===== src/rtl/csr_exec_unit_if.sv =====
// Bus bundle between the CSR issue queue, the CSR file, the redirect source
// and the writeback arbiter on one side and csr_exec_unit on the other.
interface csr_exec_unit_if #(
  parameter int XLEN       = 64,
  parameter int PREG_WIDTH = 7,
  parameter int ROB_WIDTH  = 7
);
  logic                  issue_en;
  logic                  issue_ready;
  logic [2:0]            issue_op;
  logic [11:0]           issue_csr_addr;
  logic [XLEN-1:0]       issue_rs1_data;
  logic [4:0]            issue_imm;
  logic                  issue_rs1_zero;
  logic [PREG_WIDTH-1:0] issue_rd;
  logic [ROB_WIDTH-1:0]  issue_rob_idx;

  logic [11:0]           csr_raddr;
  logic [XLEN-1:0]       csr_rdata;
  logic                  csr_exist;
  logic                  csr_we;
  logic [11:0]           csr_waddr;
  logic [XLEN-1:0]       csr_wdata;

  logic                  redirect;
  logic [ROB_WIDTH-1:0]  redirect_idx;

  logic                  wb_valid;
  logic                  wb_ready;
  logic [PREG_WIDTH-1:0] wb_rd;
  logic [XLEN-1:0]       wb_data;
  logic [ROB_WIDTH-1:0]  wb_rob_idx;
  logic                  wb_exc;

  modport master (
    output issue_en, issue_op, issue_csr_addr, issue_rs1_data, issue_imm,
           issue_rs1_zero, issue_rd, issue_rob_idx,
    input  issue_ready,
    input  csr_raddr, csr_we, csr_waddr, csr_wdata,
    output csr_rdata, csr_exist,
    output redirect, redirect_idx,
    input  wb_valid, wb_rd, wb_data, wb_rob_idx, wb_exc,
    output wb_ready
  );

  modport slave (
    input  issue_en, issue_op, issue_csr_addr, issue_rs1_data, issue_imm,
           issue_rs1_zero, issue_rd, issue_rob_idx,
    output issue_ready,
    output csr_raddr, csr_we, csr_waddr, csr_wdata,
    input  csr_rdata, csr_exist,
    input  redirect, redirect_idx,
    output wb_valid, wb_rd, wb_data, wb_rob_idx, wb_exc,
    input  wb_ready
  );
endinterface


===== src/rtl/csr_exec_unit.sv =====
// Two-stage CSR execution unit: S1 reads the CSR file and commits the
// read-modify-write once; WB holds the old value for the writeback arbiter.
module csr_exec_unit #(
  parameter int XLEN       = 64,
  parameter int PREG_WIDTH = 7,
  parameter int ROB_WIDTH  = 7
) (
  input logic           clk,
  input logic           rst,
  csr_exec_unit_if.slave bus
);

  // MSB of a robIdx is the wrap bit; across a wrap the index order flips.
  function automatic logic older(input logic [ROB_WIDTH-1:0] a,
                                 input logic [ROB_WIDTH-1:0] b);
    if (a[ROB_WIDTH-1] == b[ROB_WIDTH-1])
      return a[ROB_WIDTH-2:0] < b[ROB_WIDTH-2:0];
    else
      return a[ROB_WIDTH-2:0] > b[ROB_WIDTH-2:0];
  endfunction

  logic                  s1_valid;
  logic [1:0]            s1_op;
  logic [11:0]           s1_addr;
  logic [XLEN-1:0]       s1_operand;
  logic                  s1_wintent;
  logic [PREG_WIDTH-1:0] s1_rd;
  logic [ROB_WIDTH-1:0]  s1_rob;

  logic                  wb_valid_q;
  logic [PREG_WIDTH-1:0] wb_rd_q;
  logic [XLEN-1:0]       wb_data_q;
  logic [ROB_WIDTH-1:0]  wb_rob_q;
  logic                  wb_exc_q;

  logic                  wb_adv;
  logic                  issue_ready;
  logic                  kill_in;
  logic                  kill_s1;
  logic                  kill_wb;
  logic                  issue_fire;
  logic                  s1_adv;
  logic                  s1_illegal;
  logic                  csr_we;
  logic [XLEN-1:0]       s1_new;
  logic [XLEN-1:0]       issue_operand;
  logic                  issue_wintent;

  assign wb_adv      = !wb_valid_q | bus.wb_ready;
  assign issue_ready = !s1_valid | wb_adv;

  assign kill_in = bus.redirect & !older(bus.issue_rob_idx, bus.redirect_idx);
  assign kill_s1 = bus.redirect & !older(s1_rob, bus.redirect_idx);
  assign kill_wb = bus.redirect & !older(wb_rob_q, bus.redirect_idx);

  assign issue_fire    = bus.issue_en & issue_ready & !kill_in;
  assign issue_operand = bus.issue_op[2] ? {{(XLEN-5){1'b0}}, bus.issue_imm}
                                         : bus.issue_rs1_data;
  assign issue_wintent = (bus.issue_op[1:0] == 2'b01) | !bus.issue_rs1_zero;

  // Reserved funct3, unimplemented CSR, or a write aimed at a read-only CSR.
  assign s1_illegal = (s1_op == 2'b00) | !bus.csr_exist |
                      (s1_wintent & (s1_addr[11:10] == 2'b11));

  assign s1_adv = s1_valid & wb_adv & !kill_s1;

  // Gating on the advance makes a stalled S1 write exactly once.
  assign csr_we = s1_adv & s1_wintent & !s1_illegal & !rst;

  always_comb begin
    s1_new = s1_operand;
    case (s1_op)
      2'b10:   s1_new = bus.csr_rdata | s1_operand;
      2'b11:   s1_new = bus.csr_rdata & ~s1_operand;
      default: s1_new = s1_operand;
    endcase
  end

  always_ff @(posedge clk) begin
    if (rst) begin
      s1_valid   <= 1'b0;
      s1_op      <= '0;
      s1_addr    <= '0;
      s1_operand <= '0;
      s1_wintent <= 1'b0;
      s1_rd      <= '0;
      s1_rob     <= '0;
    end else if (issue_fire) begin
      s1_valid   <= 1'b1;
      s1_op      <= bus.issue_op[1:0];
      s1_addr    <= bus.issue_csr_addr;
      s1_operand <= issue_operand;
      s1_wintent <= issue_wintent;
      s1_rd      <= bus.issue_rd;
      s1_rob     <= bus.issue_rob_idx;
    end else if (s1_adv | kill_s1) begin
      s1_valid <= 1'b0;
    end
  end

  // WB payload only changes when S1 hands over, so it is stable under stall.
  always_ff @(posedge clk) begin
    if (rst) begin
      wb_valid_q <= 1'b0;
      wb_rd_q    <= '0;
      wb_data_q  <= '0;
      wb_rob_q   <= '0;
      wb_exc_q   <= 1'b0;
    end else if (s1_adv) begin
      wb_valid_q <= 1'b1;
      wb_rd_q    <= s1_rd;
      wb_data_q  <= s1_illegal ? '0 : bus.csr_rdata;
      wb_rob_q   <= s1_rob;
      wb_exc_q   <= s1_illegal;
    end else if (bus.wb_ready | kill_wb) begin
      wb_valid_q <= 1'b0;
    end
  end

  assign bus.issue_ready = issue_ready;
  assign bus.csr_raddr   = s1_addr;
  assign bus.csr_we      = csr_we;
  assign bus.csr_waddr   = csr_we ? s1_addr : '0;
  assign bus.csr_wdata   = csr_we ? s1_new : '0;
  assign bus.wb_valid    = wb_valid_q;
  assign bus.wb_rd       = wb_rd_q;
  assign bus.wb_data     = wb_data_q;
  assign bus.wb_rob_idx  = wb_rob_q;
  assign bus.wb_exc      = wb_exc_q;

endmodule


===== src/flat_wrapper.sv =====
// flat-port wrapper written by rule: the top's interface ports become plain ports
module csr_exec_unit_flat 
#(
  parameter int XLEN       = 64,
  parameter int PREG_WIDTH = 7,
  parameter int ROB_WIDTH  = 7
)
  (clk, rst, bus_issue_en, bus_issue_op, bus_issue_csr_addr, bus_issue_rs1_data, bus_issue_imm, bus_issue_rs1_zero, bus_issue_rd, bus_issue_rob_idx, bus_issue_ready, bus_csr_raddr, bus_csr_we, bus_csr_waddr, bus_csr_wdata, bus_csr_rdata, bus_csr_exist, bus_redirect, bus_redirect_idx, bus_wb_valid, bus_wb_rd, bus_wb_data, bus_wb_rob_idx, bus_wb_exc, bus_wb_ready);
  csr_exec_unit_if #(.XLEN(XLEN), .PREG_WIDTH(PREG_WIDTH), .ROB_WIDTH(ROB_WIDTH)) bus_i ();
  input logic clk;
  input logic rst;
  input wire logic [$bits(bus_i.issue_en)-1:0] bus_issue_en;
  input wire logic [$bits(bus_i.issue_op)-1:0] bus_issue_op;
  input wire logic [$bits(bus_i.issue_csr_addr)-1:0] bus_issue_csr_addr;
  input wire logic [$bits(bus_i.issue_rs1_data)-1:0] bus_issue_rs1_data;
  input wire logic [$bits(bus_i.issue_imm)-1:0] bus_issue_imm;
  input wire logic [$bits(bus_i.issue_rs1_zero)-1:0] bus_issue_rs1_zero;
  input wire logic [$bits(bus_i.issue_rd)-1:0] bus_issue_rd;
  input wire logic [$bits(bus_i.issue_rob_idx)-1:0] bus_issue_rob_idx;
  output wire logic [$bits(bus_i.issue_ready)-1:0] bus_issue_ready;
  output wire logic [$bits(bus_i.csr_raddr)-1:0] bus_csr_raddr;
  output wire logic [$bits(bus_i.csr_we)-1:0] bus_csr_we;
  output wire logic [$bits(bus_i.csr_waddr)-1:0] bus_csr_waddr;
  output wire logic [$bits(bus_i.csr_wdata)-1:0] bus_csr_wdata;
  input wire logic [$bits(bus_i.csr_rdata)-1:0] bus_csr_rdata;
  input wire logic [$bits(bus_i.csr_exist)-1:0] bus_csr_exist;
  input wire logic [$bits(bus_i.redirect)-1:0] bus_redirect;
  input wire logic [$bits(bus_i.redirect_idx)-1:0] bus_redirect_idx;
  output wire logic [$bits(bus_i.wb_valid)-1:0] bus_wb_valid;
  output wire logic [$bits(bus_i.wb_rd)-1:0] bus_wb_rd;
  output wire logic [$bits(bus_i.wb_data)-1:0] bus_wb_data;
  output wire logic [$bits(bus_i.wb_rob_idx)-1:0] bus_wb_rob_idx;
  output wire logic [$bits(bus_i.wb_exc)-1:0] bus_wb_exc;
  input wire logic [$bits(bus_i.wb_ready)-1:0] bus_wb_ready;
  assign bus_i.issue_en = bus_issue_en;
  assign bus_i.issue_op = bus_issue_op;
  assign bus_i.issue_csr_addr = bus_issue_csr_addr;
  assign bus_i.issue_rs1_data = bus_issue_rs1_data;
  assign bus_i.issue_imm = bus_issue_imm;
  assign bus_i.issue_rs1_zero = bus_issue_rs1_zero;
  assign bus_i.issue_rd = bus_issue_rd;
  assign bus_i.issue_rob_idx = bus_issue_rob_idx;
  assign bus_issue_ready = bus_i.issue_ready;
  assign bus_csr_raddr = bus_i.csr_raddr;
  assign bus_csr_we = bus_i.csr_we;
  assign bus_csr_waddr = bus_i.csr_waddr;
  assign bus_csr_wdata = bus_i.csr_wdata;
  assign bus_i.csr_rdata = bus_csr_rdata;
  assign bus_i.csr_exist = bus_csr_exist;
  assign bus_i.redirect = bus_redirect;
  assign bus_i.redirect_idx = bus_redirect_idx;
  assign bus_wb_valid = bus_i.wb_valid;
  assign bus_wb_rd = bus_i.wb_rd;
  assign bus_wb_data = bus_i.wb_data;
  assign bus_wb_rob_idx = bus_i.wb_rob_idx;
  assign bus_wb_exc = bus_i.wb_exc;
  assign bus_i.wb_ready = bus_wb_ready;
  csr_exec_unit #(.XLEN(XLEN), .PREG_WIDTH(PREG_WIDTH), .ROB_WIDTH(ROB_WIDTH)) u_core (.clk(clk), .rst(rst), .bus(bus_i));
endmodule

===== config.mk =====
export PLATFORM = sky130hd
export DESIGN_NAME = csr_exec_unit_flat
export DESIGN_NICKNAME = d
export VERILOG_FILES = /design/src/rtl/csr_exec_unit_if.sv /design/src/rtl/csr_exec_unit.sv /design/src/flat_wrapper.sv
export SDC_FILE = /design/constraint.sdc
export NUM_CORES = 1
export LEC_CHECK = 0
export ABC_AREA = 0
export BUFFER_PORTS_ARGS = -buffer_cell sky130_fd_sc_hd__buf_2
export CAP_MARGIN = 20
export CELL_PAD_IN_SITES_DETAIL_PLACEMENT = 1
export CELL_PAD_IN_SITES_GLOBAL_PLACEMENT = 1
export CORE_UTILIZATION = 33
export DETAILED_ROUTE_END_ITERATION = 8
export PLACE_DENSITY_LB_ADDON = 0.12
export RECOVER_POWER = 50
export REMOVE_ABC_BUFFERS = 1
export SETUP_SLACK_MARGIN = 0.1
export SLEW_MARGIN = 20
export SYNTH_ARGS = -nofsm -noshare
export SYNTH_HDL_FRONTEND = slang
export SYNTH_SLANG_ARGS = --single-unit

===== constraint.sdc =====
create_clock -name clk -period 2.4 [get_ports clk]
set_clock_uncertainty 0.05 [all_clocks]
set_input_delay 0.12 -clock clk [delete_from_list [all_inputs] [get_ports clk]]
set_output_delay 0.12 -clock clk [all_outputs]
set_load 0.02 [all_outputs]

Word level (Yosys, flattened, before mapping)
Cells that the tools add are included.
- input port bits: 176
- word-level logic and storage cells: 72
- register bits after elaboration: 174
- output and inout bits: 170
- reductions and logical operators: 14
- eq/ne operators: 7
- bitwise operators: 21
- magnitude comparators: 6
- mux-type cells: 12
- operators with widths (operator ; number):
    $mux W64 ; 3
    $pmux W64 S2 ; 1
    $and A64 B64 Y64 ; 1
    $not A64 Y64 ; 1
    $or A64 B64 Y64 ; 1
    $gt A6 B6 Y1 ; 3
    $lt A6 B6 Y1 ; 3
    $mux W12 ; 1
    $and A1 B1 Y1 ; 11
    $logic_not A1 Y1 ; 11
    $mux W1 ; 7
    $or A1 B1 Y1 ; 7
    $eq A2 B2 Y1 const B ; 3
    $reduce_bool A2 Y1 ; 2
    $eq A1 B1 Y1 ; 3
    $eq A2 B1 Y1 const B ; 1
    $logic_not A2 Y1 ; 1

Logic depth before layout (Yosys ltp)
Gate-level depths: netlist of run 1.
- word-level depth: 10
- mapped depth: 11
- gate-level depth less buffers: 9

Worst setup path after synthesis of run 1
Ideal clock, no wire load.
- kind: register -> output
- start point: register u_core.s1_rob[5]
- end point: output port bus_csr_wdata[10]
- setup slack: -0.045 ns
- stages on the path, launching flop included: 11
- arrival time: 2.275 ns
- data required time: 2.230 ns
- path buffers: 3
- cell sequence: dfxtp_1 > ha_1 > and4_1 > a311o_1 > a21oi_2 > o21a_1 > buf_2 > nand4b_1 > buf_4 > buf_6 > nor2_1
- longest elaborated chain between the ends: 10
- elaborated cells between the ends (all ways): 11
- classes of those cells: 2 x order compare; 2 x mux; 5 x bitwise; 2 x reduce/logical
- ends and longest elaborated chain (element ; line ; text):
    start: declaration ; csr_exec_unit.sv:28 ; logic [ROB_WIDTH-1:0] s1_rob;
    start signal: assignment ; csr_exec_unit.sv:95 ; s1_rob <= bus.issue_rob_idx;
    $gt A6 B6 Y1 / $lt A6 B6 Y1 (equally long branches) ; csr_exec_unit.sv:19, csr_exec_unit.sv:17 ;
    $mux W1 * ; csr_exec_unit.sv:16 ; if (a[ROB_WIDTH-1] == b[ROB_WIDTH-1])
    $logic_not A1 Y1 * ; csr_exec_unit.sv:53 ; assign kill_s1 = bus.redirect & !older(s1_rob, bus.redirect_idx);
    $and A1 B1 Y1 * ; csr_exec_unit.sv:53 ;
    $logic_not A1 Y1 * ; csr_exec_unit.sv:65 ; assign s1_adv = s1_valid & wb_adv & !kill_s1;
    $and A1 B1 Y1 * ; csr_exec_unit.sv:65 ;
    $and A1 B1 Y1 * (3 in series) ; csr_exec_unit.sv:68 ; assign csr_we = s1_adv & s1_wintent & !s1_illegal & !rst;
    $mux W64 * ; csr_exec_unit.sv:124 ; assign bus.csr_wdata = csr_we ? s1_new : '0;
    end: declaration ; flat_wrapper.sv:24 ; output wire logic [$bits(bus_i.csr_wdata)-1:0] bus_csr_wdata;
Mark *: on every way between the ends. The rest lies on a longest branch, timed or not.

Final worst setup path of run 1
- start point: register u_core.s1_rob[3]
- end point: output port bus_csr_wdata[38]
Same word-level chain as after synthesis.

==> flow_summary.json, run 1 <==
{
  "tritoncts": "built",
  "finalHoldViolCount": 0,
  "slowest_delay_ns": 0.34,
  "crit_path_frequent_cell": "buf_6",
  "utilization_pct": 55.7,
  "clock_latency_ns": 0.44,
  "synth_mux_area_share_pct": 0.614,
  "gp_congestion": 0.775,
  "crit_type": "flip-flop to output pin",
  "yosys_warnings": 0,
  "cellPowerDensity_mw_per_mm2": 557,
  "clkTransAtPathRegs_ns": 0.07,
  "path_delay_family": "compound AO/OA/AOI/OAI gates",
  "maxCapViolCount": 0,
  "grt_overflow": 0,
  "setup_slack_ns": -0.455,
  "swShare_pct": 32.1,
  "outcome": "finished with violations",
  "grt_max_degree": 81,
  "start_util_pct": 33.6,
  "clock-sinks": 174,
  "vdd_ir_drop_max_mv": 0.355,
  "die_w_um": 159,
  "io_pins": 346,
  "finalSetupViolCount": 78,
  "total_power_uw": 7520,
  "io_buffers": 345,
  "via_count": 10187,
  "violations": "negative setup slack",
  "place_hpwl_um": 21600,
  "finalSetupTns_ns": -28.88,
  "drive_gt1_share_pct": 25.6,
  "worstPathArrival_ns": 2.69,
  "startpoint_type": "flip-flop",
  "synth_edf_count": 0,
  "grt_pass1_wl_um": 56100,
  "crit_slowest_cell": "dfxtp_2",
  "crit_chain": "ha_4, and4_4, a311o_1, a21oi_4, o21a_4, nand4b_1, buf_6, clkbuf_16, nor2_4, buf_6",
  "synth-simple-area-share_pct": 30.6,
  "p_sw_uw": 2410,
  "numCtsBuffers": 17,
  "dr.pass1.iters": 5,
  "cp.required_ns": 2.23,
  "antenna_found_initial": 3,
  "yosysTopAreaCell": "dfxtp_1",
  "synth_top_family_by_area": "simple AND/OR/NAND/NOR gates",
  "grt_setup_unrepaired": "true",
  "cp-end-kind": "output pin",
  "critPathBufInv": 3,
  "syn_avg_cell_area_um2": 7.20,
  "p_int_uw": 5110,
  "synthesis.area_mm2": 0.00815,
  "synth_commonest_cells": "nand2_1, a21oi_1, dfxtp_1",
  "drv_slew": 0,
  "yosysMostFrequentCell": "nand2_1",
  "ys_seq_elements": 174,
  "p_leak_uw": 0.00538,
  "synth_compound_area_share_pct": 17.2,
  "synthTopCellsByArea": "dfxtp_1, a21oi_1, nand2_1",
  "yosys.area_share.adder_pct": 2.76,
  "routedWlPerCell_um": 20.2,
  "coreArea_mm2": 0.0242,
  "ys_async_sr_fraction_pct": 0,
  "grt_pass1_vias": 10401,
  "antenna_left": 0,
  "drt_iter0_drc": 469,
  "clock_path_buffers": 2,
  "totalWireLength_um": 39700,
  "fin_crit_sh_pct": 119,
  "clock.fmax_mhz": 350,
  "fp.dieArea_mm2": 0.0253,
  "seq_power_share_pct": 41.3,
  "hold_class": "primary input to flip-flop",
  "fin_nets": 1824,
  "grt_use_total_pct": 27.9,
  "worstPathMaxFanout": 8,
  "synthXorXnorAreaFrac_pct": 0.323,
  "rows": 57,
  "root_buffer": "clkbuf_16",
  "synth_top_area_share_pct": 42.8,
  "die-height_um": 159,
  "post-route-min-period_ns": 2.86,
  "worst_slew_pin_slew_ns": 0.649,
  "htree_levels": 4,
  "timing.hold.ws_ns": 0.00806,
  "max_slew_margin_pct": 56.7,
  "drc_errors": 0,
  "synthFlopType": "dfxtp_1",
  "syn_to_final_growth_pct": 65.8,
  "ys_types": 38,
  "synth_cells": 1132,
  "pwr-share-comb_pct": 21.8,
  "yosysSeqAreaShare_pct": 42.8,
  "viasPerCell": 5.17,
  "clockPowerShare_pct": 36.9
}
-- final cells by class --
type / instances / area [µm²]
antenna: 2 / 5.00
multi-input combinational: 854 / 4650
inverter: 13 / 48.8
sequential: 174 / 3490
clock inverter: 14 / 136
clock buffer: 18 / 429
timing repair buffer: 570 / 4340
fill: 3060 / 10700
tap: 324 / 405
-- routing by layer --
metal  share of wire [%]  global-route usage, %  vias up
li1                    -                      -     4795
met1                  41                   33.1     4925
met2                  50                   50.0      373
met3                 5.2                   5.52       92
met4                 3.5                   9.62        2
met5               0.033                      0        -
-- cell usage in the layout (no fill, tap or decap), drive strengths merged, types with 2 or more instances in the layout --
cell and count:
clkinv 4, mux2i 5, buf 303, inv 23
and2 14, xor2 2, a211oi 6, a21oi 238
o211ai 2, nand2 277, ha 18, dlygate4sd3 160
nor2b 2, clkbuf 125, nand3b 59, nor2 135
a21o 2, diode 2, and4 2, o21ai 5
nand2b 5, dfxtp 174, o21a 3, nand3 66
nand4 2
-- path summary, 6_finish.rpt --
path              cells after the start                             endpoint                                 from  slack, ns
setup / recovery                     10                    bus_csr_wdata[38]        u_core.s1_rob[3]$_SDFFE_PP0P_      -0.46
hold reg to reg                       2  u_core.bus.wb_data[26]$_SDFFE_PP0P_  u_core.bus.wb_data[26]$_SDFFE_PP0P_       0.40
hold / removal                        4         u_core.s1_valid$_SDFFE_PP0P_                         bus_wb_ready      0.008
setup reg to reg                      9  u_core.bus.wb_data[31]$_SDFFE_PP0P_        u_core.s1_rob[3]$_SDFFE_PP0P_       0.09
-- flip-flops by register name, summed over array words and instances (netlist names), 2 cells and up --
register	cells
u_core.bus.wb_rd	7
u_core.s1_rd	7
u_core.bus.wb_data	64
u_core.s1_op	2
u_core.s1_operand	64
u_core.bus.wb_rob_idx	7
u_core.bus.csr_raddr	12
u_core.s1_rob	7
-- power groups by stage --
stage / Clock [µW] / Combinational (µW) / Sequential, µW
floorplan: 0 / 469 / 3200
global placement: 0 / 1150 / 3150
detailed placement: 0 / 1170 / 3160
CTS: 2800 / 1430 / 3090
global route: 2940 / 1750 / 3110
finish: 2770 / 1640 / 3100
-- repair_timing --
item                       CTS  global route
setup endpoints to repair  128           166
hold endpoints to repair   156             0
resized for setup          119            81
buffers inserted             5             5
pin swaps                   25            33
hold buffers               160             0
gates cloned                 2            14
-- per-stage QoR --
stage          worst slack [ns]  instances  area (µm²)
4_1_cts                  -0.473       1951       13100
3_3_place_gp             -0.143       1752       10400
3_5_place_dp             -0.173       1752       10400
2_1_floorplan             -5.38       1041        7720
5_1_grt                  -0.548       1969       13500
6_report                 -0.455       1969       13500
-- worst min-delay path: cells and delay by family --
kind            cells  cell delay, ns
simple gates        1            0.06
compound gates      2            0.16
buf+inv             1            0.10
-- cells by family after synthesis --
kind of cell,after synthesis
buf+inv,104
mux,5
compound gates,265
simple gates,563
fa+ha+maj,18
xor+xnor,3
flops,174
(Power assumes the default switching activity.)
==> inputs of run 2 (changes only) <==
==> constraint.sdc (replaced) <==
create_clock -name clk -period 3.1 [get_ports clk]
set_clock_uncertainty 0.05 [all_clocks]
set_input_delay 0.155 -clock clk [delete_from_list [all_inputs] [get_ports clk]]
set_output_delay 0.155 -clock clk [all_outputs]
set_load 0.02 [all_outputs]
==> run 2 against run 1 <==
The run now ends clean; die area did not move; first-iteration DRC count rose by 38%; global-route usage is 1.1 points lower; core utilization shrank 1.8 points; hold slack improved by 0.014 ns; critical endpoint is now bus_csr_wdata[16].
==> flow_summary.json, run 2 (synthesis results as in run 1) <==
{
  "die-height_um": 159,
  "coreArea_mm2": 0.0242,
  "totalWireLength_um": 37600,
  "regArea_mm2": 0.00349,
  "htree_levels": 4,
  "syn_to_final_growth_pct": 60.4,
  "vdd_ir_drop_max_mv": 0.246,
  "fill_cells": 3082,
  "grt_max_degree": 102,
  "crit_path_frequent_cell": "buf_6",
  "crit_slowest_cell": "dfxtp_2",
  "antenna_found_initial": 1,
  "die_w_um": 159,
  "clkTransAtPathRegs_ns": 0.08,
  "rows": 57,
  "fin_crit_sh_pct": 95.3,
  "clock_latency_ns": 0.43,
  "crit_type": "flip-flop to output pin",
  "multiInputGateArea_mm2": 0.00454,
  "fin_nets": 1798,
  "via_count": 10014,
  "fp.dieArea_mm2": 0.0253,
  "finalSetupViolCount": 0,
  "place_inst": 1734,
  "gp_congestion": 0.818,
  "place_hpwl_um": 20900,
  "io_pins": 346,
  "cp.required_ns": 2.89,
  "worst_slew_pin_slew_ns": 1.00,
  "finalSetupTns_ns": 0,
  "grt_pass1_wl_um": 54200,
  "path_delay_family": "buffers and inverters",
  "stdcell_area_mm2": 0.0131,
  "place_area_mm2": 0.0102,
  "finalHoldViolCount": 0,
  "grt_use_total_pct": 26.8,
  "startpoint_type": "flip-flop",
  "cellPowerDensity_mw_per_mm2": 441,
  "drc_errors": 0,
  "crit_chain": "ha_4, and4_4, o21ai_1, a32o_1, o21a_4, nand4b_1, buf_6, clkbuf_16, buf_6, nor2_4, buf_4",
  "stdcell_count": 1942,
  "numCtsBuffers": 17,
  "max_slew_margin_pct": 33.0,
  "start_util_pct": 33.6,
  "routedWlPerCell_um": 19.3,
  "grt_setup_unrepaired": "false",
  "maxCapViolCount": 0,
  "clock-sinks": 174,
  "io_buffers": 345,
  "root_buffer": "clkbuf_16",
  "grt_pass1_vias": 10169,
  "clock_path_buffers": 2,
  "drt_iter0_drc": 648,
  "critPathBufInv": 4,
  "hold_class": "primary input to flip-flop",
  "p_leak_uw": 0.00516,
  "final_common_cell": "nand2_1",
  "antenna_left": 0,
  "drv_slew": 0,
  "cp-end-kind": "output pin",
  "utilization_pct": 53.9,
  "outcome": "complete, no violations",
  "grt_overflow": 0,
  "worstPathArrival_ns": 2.75,
  "tritoncts": "built",
  "drive_gt1_share_pct": 24.1,
  "final_cell_mix": "nand2_1, a21oi_1, buf_2, dfxtp_1, dlygate4sd3_1",
  "post-route-min-period_ns": 2.95,
  "slowest_delay_ns": 0.35,
  "dr.pass1.iters": 5,
  "worstPathMaxFanout": 8,
  "clock.fmax_mhz": 339,
  "viasPerCell": 5.16
}
[run 2: cell count changes in the layout (fill, tap and decap cells not counted), moves of 11 or more]
cell,change
buf_2,-24
buf_6,-23
buf_4,+32
a21oi_1,+11
nor2_2,+26
nor2_1,-15
nor2_4,-11
[run 2: cell type report]
| class | instances | area share, % |
|---|---|---|
| diodes | 1 | 0.0191 |
| clock buffers | 17 | 3.26 |
| clock inverters | 15 | 1.48 |
| inverters | 13 | 0.393 |
| multi-input cells | 855 | 34.7 |
| flip-flops and latches | 174 | 26.7 |
| well taps | 324 | 3.10 |
| repair buffers | 543 | 30.3 |
[run 2: routing by layer]
layer  part of all wire (%)  up-vias  track usage (%)  wire, µm
met4                    2.9        0             10.6      1090
li1                       -     4731                -         -
met5                      0        -                0         0
met1                     42     4883             32.3     15700
met2                     50      334             46.9     18800
met3                    5.4       66             5.24      2010
[run 2: worst paths after layout]
check | endpoint | depth (start not counted) | slack, ns | start
max reg2reg | u_core.bus.wb_data[18]$_SDFFE_PP0P_ | 9 | 0.37 | u_core.s1_rob[3]$_SDFFE_PP0P_
min | u_core.s1_operand[2]$_SDFFE_PP0P_ | 3 | 0.02 | bus_issue_rs1_data[2]
max | bus_csr_wdata[16] | 11 | 0.15 | u_core.s1_rob[3]$_SDFFE_PP0P_
min reg2reg | u_core.bus.wb_data[28]$_SDFFE_PP0P_ | 2 | 0.40 | u_core.bus.wb_data[28]$_SDFFE_PP0P_
[run 2: timing repair]
item                                   in CTS  in global routing
endpoints found under the hold margin     154                  0
cloned                                      0                  9
buffers inserted                            3                  8
pin swaps                                   1                  7
hold buffers                              155                  0
setup endpoints to repair                  77                 78
resized for setup                          54                130
[run 2: worst reg2reg max path, stage by stage, from the launching register on]
cell and delay, ns:
dfxtp_2 0.35, ha_4 0.28, and4_4 0.23, o21ai_1 0.10
a32o_1 0.32, clkbuf_1 0.11, o21ai_0 0.20, clkbuf_4 0.63
nand2_1 0.22, a21oi_1 0.18
[run 2: power by group]
part / leakage (µW) / internal [µW] / switching (µW) / total [µW]
sequential: 0.00142 / 2330 / 72.6 / 2400
clock: 0.000305 / 1180 / 1110 / 2280
combinational: 0.00344 / 443 / 639 / 1080
[run 2: through the flow]
step                hold slack, ns  worst slack [ns]  total power, µW
global route                0.0278            0.0714             5980
global placement             0.301             0.364             3290
CTS                        0.00201            0.0829             5760
detailed placement           0.309             0.323             3300
floorplan                    0.174             -4.71             2840
finish                      0.0217             0.147             5760
